### src/rtl/os_psum_collector.sv
// Output-stationary drain collector: turns one psum per column valid pulse into a
// per-lane FIFO entry and releases complete rows (one word per lane) on a pop.
module os_psum_collector #(
  parameter int COL    = 8,
  parameter int DATA_W = 16,
  parameter int DEPTH  = 8
) (
  input  logic                  clk,
  input  logic                  reset,
  input  logic [COL*DATA_W-1:0] in,
  input  logic [COL-1:0]        valid_in,
  input  logic                  rd,
  output logic [COL*DATA_W-1:0] out,
  output logic                  o_valid,
  output logic                  o_full,
  output logic                  o_empty,
  output logic                  o_overflow
);

  localparam int PTR_W = $clog2(DEPTH);
  localparam int CNT_W = PTR_W + 1;

  logic [COL-1:0]             valid_in_p1;
  logic [COL-1:0]             cap;
  logic [COL-1:0]             lane_ne;
  logic [COL-1:0]             lane_full;
  logic [COL-1:0]             wr_en;
  logic [COL-1:0]             drop;
  logic                       pop;
  logic signed [DATA_W-1:0]   mem [COL][DEPTH];
  logic [PTR_W-1:0]           wr_ptr [COL];
  logic [PTR_W-1:0]           rd_ptr [COL];
  logic [CNT_W-1:0]           cnt [COL];

  // Stage p1: registered copy of the level valid, so a held level yields one capture
  always_ff @(posedge clk) begin
    if (reset) valid_in_p1 <= '0;
    else       valid_in_p1 <= valid_in;
  end

  assign cap = valid_in & ~valid_in_p1;

  always_comb begin
    lane_ne   = '0;
    lane_full = '0;
    for (int i = 0; i < COL; i++) begin
      lane_ne[i]   = (cnt[i] != '0);
      lane_full[i] = (cnt[i] == CNT_W'(DEPTH));
    end
  end

  assign o_valid = &lane_ne;
  assign o_empty = ~|lane_ne;
  assign o_full  = |lane_full;
  assign pop     = rd & o_valid;

  // A full lane can still accept a word when the same cycle pops its head
  assign wr_en = cap & (~lane_full | {COL{pop}});
  assign drop  = cap & lane_full & ~{COL{pop}};

  // Stage boundary: FIFO storage (data only, never reset)
  always_ff @(posedge clk) begin
    for (int i = 0; i < COL; i++) begin
      if (wr_en[i]) mem[i][wr_ptr[i]] <= in[i*DATA_W +: DATA_W];
    end
  end

  // Stage boundary: pointer, occupancy and sticky overflow control
  always_ff @(posedge clk) begin
    if (reset) begin
      for (int i = 0; i < COL; i++) begin
        wr_ptr[i] <= '0;
        rd_ptr[i] <= '0;
        cnt[i]    <= '0;
      end
      o_overflow <= 1'b0;
    end else begin
      for (int i = 0; i < COL; i++) begin
        if (wr_en[i]) wr_ptr[i] <= wr_ptr[i] + PTR_W'(1);
        if (pop)      rd_ptr[i] <= rd_ptr[i] + PTR_W'(1);
        case ({wr_en[i], pop})
          2'b10:   cnt[i] <= cnt[i] + CNT_W'(1);
          2'b01:   cnt[i] <= cnt[i] - CNT_W'(1);
          default: cnt[i] <= cnt[i];
        endcase
      end
      if (|drop) o_overflow <= 1'b1;
    end
  end

  // Fall-through head of each lane, blanked until a full row is present
  for (genvar g = 0; g < COL; g++) begin : g_out
    assign out[g*DATA_W +: DATA_W] = o_valid ? mem[g][rd_ptr[g]] : '0;
  end

endmodule

### config.mk
export PLATFORM = sky130hd
export DESIGN_NAME = os_psum_collector
export DESIGN_NICKNAME = d
export VERILOG_FILES = /design/src/rtl/os_psum_collector.sv
export SDC_FILE = /design/constraint.sdc
export NUM_CORES = 1
export LEC_CHECK = 0
export BUFFER_PORTS_ARGS = -buffer_cell sky130_fd_sc_hd__buf_2
export CAP_MARGIN = 20
export CORE_MARGIN = 1
export CORE_UTILIZATION = 35
export CTS_BUF_LIST = sky130_fd_sc_hd__clkbuf_2
export CTS_CLUSTER_SIZE = 16
export DETAILED_ROUTE_END_ITERATION = 6
export HOLD_SLACK_MARGIN = 0.08
export SLEW_MARGIN = 20
export SYNTH_ARGS = -nofsm -noshare
export SYNTH_HDL_FRONTEND = slang
export SYNTH_SLANG_ARGS = --single-unit
### constraint.sdc
create_clock -name clk -period 4.7 [get_ports clk]
set_clock_uncertainty 0.05 [all_clocks]
set_input_delay 0 -clock clk [delete_from_list [all_inputs] [get_ports clk]]
set_output_delay 0 -clock clk [all_outputs]
set_load 0.01 [all_outputs]
==> results.py <==
metrics = {
    "worst_hold_path": {
        "min_from": "in[108]",
        "min_path_type": "in2reg",
    },
    "job": {
        "cap_violations": 0,
    },
    "clock_tree": {
        "htree_levels": 5,
        "clk_pin_slew_ns": 0.11,
        "cts.sinks": 1113,
        "root_buffer": "clkbuf_2",
        "cts_tree": "yes",
        "clk-insertion-delay-late_ns": 1.61,
        "clock_path_buffers": 4,
        "numCtsBuffers": 303,
    },
    "final_layout": {
        "drive_gt1_share_pct": 32.1,
        "layout_common_cells": "1104 x edfxtp_1, 540 x dlygate4sd3_1, 401 x clkbuf_2",
        "fin_nets": 3478,
        "areaGrowthSynthToFinish_pct": 26.9,
        "final_common_cell": "edfxtp_1",
    },
    "placed_design": {
        "io_buffers": 270,
        "dp.final_hpwl_mm": 56.5,
        "globalplace.congestion": 0.754,
        "place_worst_setup_slack_ns": 0.447,
    },
    "setup_path": {
        "crit_fanout": 23,
        "worstSetupPathType": "reg2reg",
        "crit_start": "cnt[1][0]",
        "arrival_ns": 5.53,
        "endpoint_kind": "register",
        "r2r_start": "cnt[1][0]",
        "cp-start-kind": "register",
        "worstPathRequired_ns": 6.02,
    },
    "sta": {
        "period_share_pct": 89.6,
        "slew-limit-headroom_pct": 24.9,
        "hold_viol": 0,
        "max_freq_mhz": 237,
        "finalWorstSetupSlack_ns": 0.488,
        "maxSlewViolCount": 0,
        "setup_violations": 0,
        "layout_min_cycle_time_ns": 4.21,
        "setup_tns_ns": 0,
        "worstMarginPinSlew_ns": 1.13,
        "rsz0062_at_grt": "no",
    },
    "global_routing": {
        "grt_first_pass_wirelength_mm": 157,
        "grt_overflow": 0,
        "first_global_vias": 27417,
        "grt_usage_pct": 16.3,
        "antenna_found_initial": 8,
        "grt_start_max_net_pins": 129,
    },
    "die": {
        "rows": 130,
        "chipWidth_um": 358,
        "dieHeight_um": 358,
        "core_um2": 126000,
        "io_pins": 271,
        "floorplan.initialDensity_pct": 35.3,
        "die_area_um2": 128000,
    },
    "route": {
        "wl_mm": 104,
        "ant_nets": 0,
        "vias": 24770,
        "dr.first_iter.drc_count": 1714,
        "drt-wirelength-per-cell_um": 20.2,
        "dr.pass1.iters": 5,
        "vias_per_cell": 4.83,
        "drc": 0,
    },
    "logic_synthesis": {
        "synth_area_leaders": "edfxtp_1 75%, mux4_2 13%, mux2i_1 2.9%, nor2_1 1.8%, ha_1 1.3%",
        "yosys_warnings": 0,
        "ys.flop_type": "edfxtp_1",
        "synth-edff-count": 1104,
        "synth_top_area_cell": "edfxtp_1",
        "synth.top_cell.area_share_pct": 74.5,
        "netlist_area_um2": 44500,
        "yosysSeqAreaShare_pct": 74.9,
        "netlist_instances": 2184,
        "async_reset_ff_share_pct": 0,
        "yosys.cell_types.count": 51,
        "synth_fp_nets": 2374,
        "synth-seq-cells": 1113,
        "syn_avg_cell_area_um2": 20.4,
    },
    "power_and_ir_drop": {
        "p_leak_nw": 19.8,
        "power.density_nw_per_um2": 457,
        "ir_worst_vdd_mv": 0.438,
    },
    "outcome": {
        "outcome": "finished, final reports clean",
    },
}
==> timing repair <==
action | CTS | global route
endpoints found under the hold margin | 2217 | 0
buffers inserted | 1 | 8
gates resized for setup | 2 | 0
hold buffers | 541 | 0
setup endpoints to repair | 33 | 2
==> power by group <==
part	total [mW]	switching (mW)	internal (mW)
sequential	12.1	0.423	11.7
clock	6.28	3.87	2.41
combinational	7.43	4.15	3.28
total	25.8	8.45	17.4
==> cell type report <==
class / instances / area [um2]
antenna: 8 / 20.0
multi-input combinational: 913 / 10800
clock inverter: 91 / 412
inverter: 41 / 156
clock buffer: 401 / 2010
timing repair buffer: 916 / 7670
sequential: 1113 / 33300
tap: 1650 / 2060
fill: 10990 / 69500
==> kinds of logic after synthesis <==
family	Yosys count	share of synthesized area [%]
adders and majority gates	51	1.54
and+or+nand+nor	393	4.69
buffers and inverters	158	1.49
xor gates and xnor gates	37	0.729
muxes	384	15.8
AOI/OAI and AO/OA	48	0.762
DFF	1113	74.9
==> state kept, by name, summed over array words and instances, names as in the netlist <==
signal and flops:
valid_in_p1 8, o_overflow 1, wr_ptr 24, rd_ptr 24
mem 1024, cnt 32
==> metal layers <==
metal	part of all wire [%]	GRT usage (%)	vias to the layer above
met1	41	19.5	12657
li1	-	-	11245
met2	51	27.8	680
met3	6.0	4.68	184
met5	0.021	0	-
met4	2.0	5.58	4
==> cell usage after synthesis (5+ instances only) <==
| master | count |
|---|---|
| edfxtp_1 | 1104 |
| mux4_2 | 256 |
| nor2_1 | 211 |
| mux2i_1 | 128 |
| clkbuf_1 | 69 |
| ha_1 | 45 |
| inv_1 | 40 |
| xnor2_1 | 29 |
| nor3_1 | 28 |
| buf_2 | 22 |
| buf_1 | 20 |
| nand2b_1 | 20 |
| nand2_1 | 16 |
| nor4b_1 | 16 |
| nor2b_1 | 15 |
| nor4_1 | 14 |
| a21oi_1 | 12 |
| nand3_1 | 11 |
| a21o_1 | 9 |
| dfxtp_1 | 9 |
| nand3b_1 | 9 |
| nor3_2 | 8 |
| o21bai_1 | 8 |
| xor2_1 | 8 |
| and3_1 | 7 |
| or2_2 | 7 |
| fa_1 | 6 |
| nor4_2 | 6 |
| nor4b_2 | 5 |
==> per-stage QoR <==
step           hold WS [ns]  instances  total power [mW]  util, %  area, um2
3_3_place_gp          0.184       4080              19.2     38.4      48400
4_1_cts              0.0846       5116              26.2     44.7      56300
6_report              0.389       5133              25.8     44.8      56400
2_1_floorplan        0.0489       2184              16.7        -      44500
5_1_grt               0.220       5129              27.3     44.8      56400
3_5_place_dp          0.188       4082              19.4     38.5      48400
==> final timing paths <==
check / endpoint / slack [ns] / cells past startpoint
max reg2reg: cnt[1][3] / 0.49 / 13
min reg2reg: rd_ptr[0][11] / 0.59 / 2
max: cnt[1][3] / 0.49 / 13
min: mem[1][268] / 0.39 / 4
==> worst max-delay path, cell delays in order, from the launching register on <==
cell and delay (ns):
edfxtp_1 0.48, nor4_1 0.70, nor4_2 0.17, and3_1 0.25, inv_4 0.24, a211o_1 0.73
ha_1 0.33, nand2b_1 0.11, inv_1 0.13, ha_1 0.25, a21o_1 0.18, a21oi_1 0.17
xnor2_1 0.14, nor2_1 0.05
Power figures use the tool's default switching activity.
